==> config.mk <==
export PLATFORM = sky130hd
export DESIGN_NAME = bp_be_lce_resp_credit_unit
export DESIGN_NICKNAME = d
export VERILOG_FILES = /design/src/rtl/bp_be_lce_resp_credit_unit.sv
export SDC_FILE = /design/constraint.sdc
export NUM_CORES = 1
export LEC_CHECK = 0
export BUFFER_PORTS_ARGS = -buffer_cell sky130_fd_sc_hd__buf_2
export CAP_MARGIN = 20
export CORE_MARGIN = 2
export CORE_UTILIZATION = 57
export DETAILED_ROUTE_END_ITERATION = 10
export GPL_ROUTABILITY_DRIVEN = 0
export PLACE_DENSITY = 0.87
export REMOVE_ABC_BUFFERS = 1
export SLEW_MARGIN = 30
export SYNTH_ARGS = -nofsm -noshare
export SYNTH_HDL_FRONTEND = slang
export SYNTH_SLANG_ARGS = --single-unit
export TNS_END_PERCENT = 10
==> constraint.sdc <==
create_clock -name clk_i -period 5.98 [get_ports clk_i]
set_input_delay 1.196 -clock clk_i [delete_from_list [all_inputs] [get_ports clk_i]]
set_output_delay 1.196 -clock clk_i [all_outputs]
set_load 0.05 [all_outputs]
==> src/rtl/bp_be_lce_resp_credit_unit.sv <==
`default_nettype none
// ============================================================================
// Module   : bp_be_lce_resp_credit_unit
// Purpose  : LCE-side response arbiter (fixed-priority or round-robin) feeding
//            a 2-entry registered output buffer, plus an outstanding-request
//            credit counter with clamping.
// Options  : define BP_BE_LCE_CREDIT_ERR_EN to build the sticky credit
//            overflow/underflow flag; otherwise credit_err_o is tied low.
// Revision : 1.0 - initial release
// ============================================================================
module bp_be_lce_resp_credit_unit #(
    parameter int num_src_p     = 2,
    parameter int resp_width_p  = 64,
    parameter int max_credits_p = 8,
    parameter int num_return_p  = 4,
    parameter int rr_mode_p     = 0
) (
    input  logic                                clk_i,
    input  logic                                reset_n_i,
    input  logic [num_src_p*resp_width_p-1:0]   src_resp_i,
    input  logic [num_src_p-1:0]                src_v_i,
    output logic [num_src_p-1:0]                src_yumi_o,
    output logic [resp_width_p-1:0]             resp_o,
    output logic                                resp_v_o,
    input  logic                                resp_ready_i,
    input  logic                                req_v_i,
    input  logic                                req_ready_i,
    input  logic [num_return_p-1:0]             credit_return_i,
    output logic [$clog2(max_credits_p+1)-1:0]  credit_count_o,
    output logic                                credits_full_o,
    output logic                                credits_empty_o,
    output logic                                credit_err_o
);

    localparam int PW    = (num_src_p > 1) ? $clog2(num_src_p) : 1;
    localparam int CW    = $clog2(max_credits_p + 1);
    localparam int RW    = $clog2(num_return_p + 1);
    localparam int RAW_W = CW + RW + 1;

    localparam logic [PW-1:0]           PTR_RESET = PW'(num_src_p - 1);
    localparam logic signed [RAW_W-1:0] MAX_S     = RAW_W'(max_credits_p);
    localparam logic [CW-1:0]           MAX_C     = CW'(max_credits_p);

    // ------------------------------------------------------------------
    // Output buffer state
    // ------------------------------------------------------------------
    logic [resp_width_p-1:0] mem [2];
    logic                    wr_ptr;
    logic                    rd_ptr;
    logic [1:0]              occ;

    logic                    pop;
    logic                    can_push;
    logic                    push;

    // ------------------------------------------------------------------
    // Arbitration state
    // ------------------------------------------------------------------
    logic [PW-1:0]           rr_ptr;
    logic [PW-1:0]           grant_idx;
    logic                    grant_v;
    int                      cand;
    logic [num_src_p-1:0]    grant_oh;
    logic [resp_width_p-1:0] grant_pkt;

    assign resp_v_o = (occ != 2'd0);
    assign pop      = resp_v_o & resp_ready_i;
    // A full buffer can still accept when its head leaves this cycle.
    assign can_push = (occ != 2'd2) | pop;
    assign push     = grant_v & can_push;

    assign resp_o     = resp_v_o ? mem[rd_ptr] : '0;
    assign src_yumi_o = push ? grant_oh : '0;

    // Pick the winning source: lowest index, or first valid after rr_ptr.
    always_comb begin
        grant_v   = 1'b0;
        grant_idx = '0;
        cand      = 0;
        for (int i = 0; i < num_src_p; i++) begin
            if (rr_mode_p != 0) begin
                cand = int'(rr_ptr) + 1 + i;
                if (cand >= num_src_p) cand = cand - num_src_p;
            end else begin
                cand = i;
            end
            if (!grant_v && src_v_i[cand]) begin
                grant_v   = 1'b1;
                grant_idx = PW'(cand);
            end
        end
    end

    // Decode the winner to one-hot and select its packet.
    always_comb begin
        grant_oh  = '0;
        grant_pkt = '0;
        for (int k = 0; k < num_src_p; k++) begin
            if (grant_v && (grant_idx == PW'(k))) begin
                grant_oh[k] = 1'b1;
                grant_pkt   = src_resp_i[k*resp_width_p +: resp_width_p];
            end
        end
    end

    // Round-robin pointer follows the last granted source.
    always_ff @(posedge clk_i or negedge reset_n_i) begin
        if (!reset_n_i) begin
            rr_ptr <= PTR_RESET;
        end else if (push && (rr_mode_p != 0)) begin
            rr_ptr <= grant_idx;
        end
    end

    // Two-entry FIFO: push the granted packet, pop when downstream is ready.
    always_ff @(posedge clk_i or negedge reset_n_i) begin
        if (!reset_n_i) begin
            mem[0] <= '0;
            mem[1] <= '0;
            wr_ptr <= 1'b0;
            rd_ptr <= 1'b0;
            occ    <= 2'd0;
        end else begin
            if (push) begin
                mem[wr_ptr] <= grant_pkt;
                wr_ptr      <= ~wr_ptr;
            end
            if (pop) begin
                rd_ptr <= ~rd_ptr;
            end
            case ({push, pop})
                2'b10:   occ <= occ + 2'd1;
                2'b01:   occ <= occ - 2'd1;
                default: occ <= occ;
            endcase
        end
    end

    // ------------------------------------------------------------------
    // Credit counter
    // ------------------------------------------------------------------
    logic                    inc;
    logic [RW-1:0]           dec;
    logic signed [RAW_W-1:0] raw;
    logic                    over;
    logic                    under;
    logic [CW-1:0]           count;
    logic [CW-1:0]           count_nxt;

    assign inc = req_v_i & req_ready_i;

    // Count returned credits this cycle.
    always_comb begin
        dec = '0;
        for (int j = 0; j < num_return_p; j++) begin
            dec = dec + RW'(credit_return_i[j]);
        end
    end

    // Signed net update wide enough that neither direction wraps, then clamp.
    always_comb begin
        raw = $signed({{(RAW_W-CW){1'b0}}, count})
            + $signed({{(RAW_W-1){1'b0}}, inc})
            - $signed({{(RAW_W-RW){1'b0}}, dec});
        over  = (raw > MAX_S);
        under = raw[RAW_W-1];
        if (over) begin
            count_nxt = MAX_C;
        end else if (under) begin
            count_nxt = '0;
        end else begin
            count_nxt = raw[CW-1:0];
        end
    end

    // Register the clamped count.
    always_ff @(posedge clk_i or negedge reset_n_i) begin
        if (!reset_n_i) begin
            count <= '0;
        end else begin
            count <= count_nxt;
        end
    end

    assign credit_count_o  = count;
    assign credits_full_o  = (count == MAX_C);
    assign credits_empty_o = (count == '0);

`ifdef BP_BE_LCE_CREDIT_ERR_EN
    logic err;

    // Sticky flag: any clamp event latches until reset.
    always_ff @(posedge clk_i or negedge reset_n_i) begin
        if (!reset_n_i) begin
            err <= 1'b0;
        end else if (over || under) begin
            err <= 1'b1;
        end
    end

    assign credit_err_o = err;
`else
    assign credit_err_o = 1'b0;
`endif

endmodule
`default_nettype wire
# Yosys cells after proc, flatten, opt, wreduce, memory -nomap -nowiden
# Index checks and enable logic that the tools add are counted.
[totals] ff_bits=136 latchBits=0 mem_bits_rw=0 mem_bits_ro=0 inputBits=139 out_inout_bits=74 word_cells=56 n_memories=0
[classes] n_addsub=7 mul=0 div_mod_pow=0 n_lt_le_gt_ge=4 n_eq_ne=4 shifts=0 mux=18 n_bitwise=9 reduce_logical=8
[ops] op="64-bit 2-to-1 mux" count=7
[ops] op="128-bit bitwise mux" count=1
[ops] op="64-bit demux with 1-bit select" count=1
[ops] op="4-bit 2-to-1 mux" count=2
[ops] op="6-bit by 5-bit greater-than comparator with 1-bit output (second input constant)" count=1
[ops] op="5-bit by 3-bit subtractor with 6-bit output" count=1
[ops] op="4-bit by 1-bit adder with 5-bit output" count=1
[ops] op="1-bit 2-to-1 mux" count=5
[ops] op="4-bit equality test (second input constant)" count=1
[ops] op="2-bit greater-or-equal comparator (second input constant)" count=2
[ops] op="1-bit logical AND" count=4
[ops] op="4-bit logical NOT" count=1
[ops] op="1-bit inverter with 2-bit output" count=2
[ops] op="2-bit one-hot mux with 2 select lines" count=1
[ops] op="2-bit nonzero test" count=2
[ops] op="2-bit by 1-bit adder with 3-bit output" count=1
[ops] op="3-bit by 1-bit adder with 3-bit output" count=1
[ops] op="1-bit bitwise AND" count=3
[ops] op="1-bit inverter" count=3
[ops] op="1-bit by 1-bit adder with 2-bit output" count=1
[ops] op="2-bit by 1-bit adder with 2-bit output (second input constant)" count=1
[ops] op="2-bit by 1-bit equality test with 1-bit output (second input constant)" count=1
[ops] op="2-bit equality test (second input constant)" count=1
[ops] op="2-bit by 1-bit < comparator with 1-bit output (second input constant)" count=1
[ops] op="other kinds (5)" count=5

# Depth between registers and ports, before layout
[depth] word_depth=9 mapped_depth=13 depth_no_buf=13

# Worst setup path after synthesis
# No wires, ideal clock.
[synth_timing] path_type="register -> output" start="register count[3], in the netlist credit_count_o[3]" end="output credits_full_o" t_arrival_ns=2.395 setup_slack_ns=2.389 stages_incl_launch_ff=3 cell_sequence="dfrtp_1 > inv_1 > nor4_1"
[synth_via] elab_chain_len=1
[synth_lines] element="from (decl)" line="147" rtl="logic [CW-1:0] count;"
[synth_lines] element="from (signal assigned)" line="181" rtl="count <= count_nxt;"
[synth_lines] element="4-bit equality test" line="186" rtl="assign credits_full_o = (count == MAX_C);"
[synth_lines] element="to (decl)" line="30" rtl="output logic credits_full_o,"
# No other way between the ends.

# Final worst setup path
[layout_timing] start="input src_v_i[1]" end="output src_yumi_o[1]"
[layout_via] elab_chain_len=5 elab_cells_between_ends=7
[layout_lines] element="from (decl)" line="21" rtl="input logic [num_src_p-1:0] src_v_i,"
[layout_lines] element="1-bit logical AND (*)" line="87" rtl="if (!grant_v && src_v_i[cand]) begin"
[layout_lines] element="1-bit 2-to-1 mux" line="87"
[layout_lines] element="1-bit logical AND" line="99" rtl="if (grant_v && (grant_idx == PW'(k))) begin"
[layout_lines] element="1-bit 2-to-1 mux" line="99"
[layout_lines] element="2-bit 2-to-1 mux (*)" line="73" rtl="assign src_yumi_o = push ? grant_oh : '0;"
[layout_lines] element="to (decl)" line="22" rtl="output logic [num_src_p-1:0] src_yumi_o,"
# Every way passes the cells marked *; elsewhere a longest branch is shown, timed or not.

==> results.ini <==
[floorplan]
rows = 41
dieArea_mm2 = 0.01403
die_h_um = 118.4
start_util_pct = 58.68
die_width_um = 118.4
core_area_mm2 = 0.01272
ioPinCount = 213

[route]
vias = 5199
routedWlPerCell_um = 18.02
drc_errors = 0
dr.pass1.iters = 4
dr.first_iter.drc_count = 242
vias_per_cell = 5.537
drt_wl_total_um = 16920
ant_nets = 0

[timing]
worst_clock_skew_ns = 0.008653
relSlewSlack_pct = 47.81
setup_violations = 0
fmax_mhz = 272.5
fin_crit_ns = 3.670
timing.final.crit_share_pct = 61.38
holdWs_ns = 0.5072
hold_viol_final = 0
finalSetupTns_ns = 0
rsz0062_at_grt = no
tightest_slew_ns = 0.7828
maxSlewViolCount = 0

[yosys]
yosysMostFrequentCell = dfrtp_1
synthCells = 556
synth-seq-cells = 136
ys_seq_area_share_pct = 45.58
yosys.area.top_type = dfrtp_1
synth_cell_types = 38
synth_area_mm2 = 0.007466
synthFlopType = dfrtp_1
yosys_warnings = 0
async_reset_ff_share_pct = 100.0
synth.area.top_cells = dfrtp_1 (46%), mux2_4 (22%), mux2i_1 (8.6%), a22o_1 (7.5%), nor2_1 (3.4%)
avgSynthCellArea_um2 = 13.43
synth_edf_count = 0
synth_top_area_share_pct = 45.58
yosys-top-cells-count = dfrtp_1 (136), mux2_4 (109), nor2_1 (68), a22o_1 (64), mux2i_1 (64)

[power_and_ir_drop]
p_leak_nw = 4.790
cellPowerDensity_mw_per_mm2 = 665.4
irDropWorstVdd_mv = 0.3911

[clocking]
cts_made_buffers = 17
cts-hold-fix-buffers = 0
insertion_delay_ns = 0.42
ctsResizeCount = 0
cts_tree = built
cts_sinks = 136
cts_setup_buffers = 0
htree_levels = 4
path_clk_slew_ns = 0.05
ctsRootBufferMaster = clkbuf_16
clock_path_buffers = 2

[critical_path]
r2r-start = credit_count_o[0]
cp.required_ns = 4.78
end_kind = primary output
startpoint = src_v_i[1]
critPathKind = in -> out
rrSetupSlack_ns = 3.03
cp.arrival_ns = 2.47
cp_max_fo = 65
cp-start-kind = input port

[global_route]
track_usage_pct = 25.17
antenna_found_initial = 2
grt_start_max_net_pins = 77
grt_pass1_wl_um = 28220
grt_pass1_vias = 5775
gr-total-overflow = 0

[hold_path]
min-delay-start = mem[78]
holdCritPathClass = reg -> reg

[run]
maxCapViolations = 0

[placed_design]
dp_hpwl_um = 10960
portBuffers = 211

[cells_and_area]
area_growth_pct = 21.67
fillerInstances = 910
regArea_mm2 = 0.003407
drive_gt1_share_pct = 49.93
multi_input_area_mm2 = 0.003721
nets = 900

[status]
status = finished, final reports clean

## sequential cells by signal, indices dropped and copies added, names as in the netlist
| register | count |
|---|---|
| mem | 128 |
| occ | 2 |
| rd_ptr | 1 |
| wr_ptr | 1 |
| credit_count_o | 4 |
## cell families (layout without fill, tap and decap cells)
kind of cell               Yosys count  in the layout  synth area share, %
AOI/OAI and AO/OA                   74             74                8.480
muxes                              192            192                33.37
and+or+nand+nor                     88             88                5.329
other                                1              3              0.05023
buffers and inverters               54            263                4.944
xor gates and xnor gates             2              2               0.2347
DFF                                136            136                45.58
adders and majority gates            9              9                2.011
## layout by cell type (no fill, tap or decap), types with 3 or more instances in the layout
master | Yosys | routed
a21oi_1 | 3 | 3
a22o_1 | 64 | 64
buf_2 | 10 | 210
buf_4 | 1 | 8
clkbuf_1 | 14 | 7
clkbuf_16 | 0 | 17
clkbuf_8 | 0 | 6
dfrtp_1 | 136 | 135
fa_1 | 5 | 5
ha_1 | 4 | 4
inv_1 | 11 | 11
mux2_2 | 19 | 19
mux2_4 | 109 | 109
mux2i_1 | 64 | 64
nand2_1 | 5 | 5
nor2_1 | 68 | 67
## final cells by class
type / instances / share of cell area, %
sequential: 136 / 37.51
antenna: 2 / 0.05510
clock buffer: 30 / 5.882
inverter: 11 / 0.4545
tap: 172 / 2.369
multi-input combinational: 366 / 40.96
timing repair buffer: 220 / 12.66
clock inverter: 2 / 0.1102
## per-layer routing
metal	share of wire, %	global-route usage [%]	vias to the layer above	routed length (um)
met3	5.5	7.191	23	928
met5	0	0	-	0
met4	1.5	8.110	0	252
li1	-	-	2382	-
met1	43	29.66	2622	7244
met2	50	44.26	172	8497
## critical path: stages
cell and delay [ns]:
buf_2 0.11, nor2b_4 0.13, buf_4 0.56, and2b_1 0.21
buf_2 0.26
## metrics by stage
step                      utilization (%)  power, W  area (um^2)  setup slack [ns]  instances
after floorplan                         -  0.004435         7138            0.1892        513
after global placement              66.87  0.004963         8507             2.354        904
after detailed placement            67.08  0.005085         8534             2.183        905
after CTS                           71.36  0.006079         9079             2.292        937
after global routing                71.38  0.006343         9081             2.251        938
final                               71.40  0.006044         9084             2.310        939
## where the power goes
group,total [W],switching [W],internal [W]
sequential,0.00168,0.000328,0.00135
clock,0.000958,0.000362,0.000595
combinational,0.00341,0.00209,0.00132
## path summary, 6_finish.rpt
path | end | depth (start not counted)
min reg2reg | mem[78] | 1
min in group asynchronous | mem[26] | 1
max in group asynchronous | rd_ptr | 2
min | mem[78] | 1
max | src_yumi_o[1] | 5
max reg2reg | credit_count_o[3] | 13
Power figures use the tool's default switching activity.
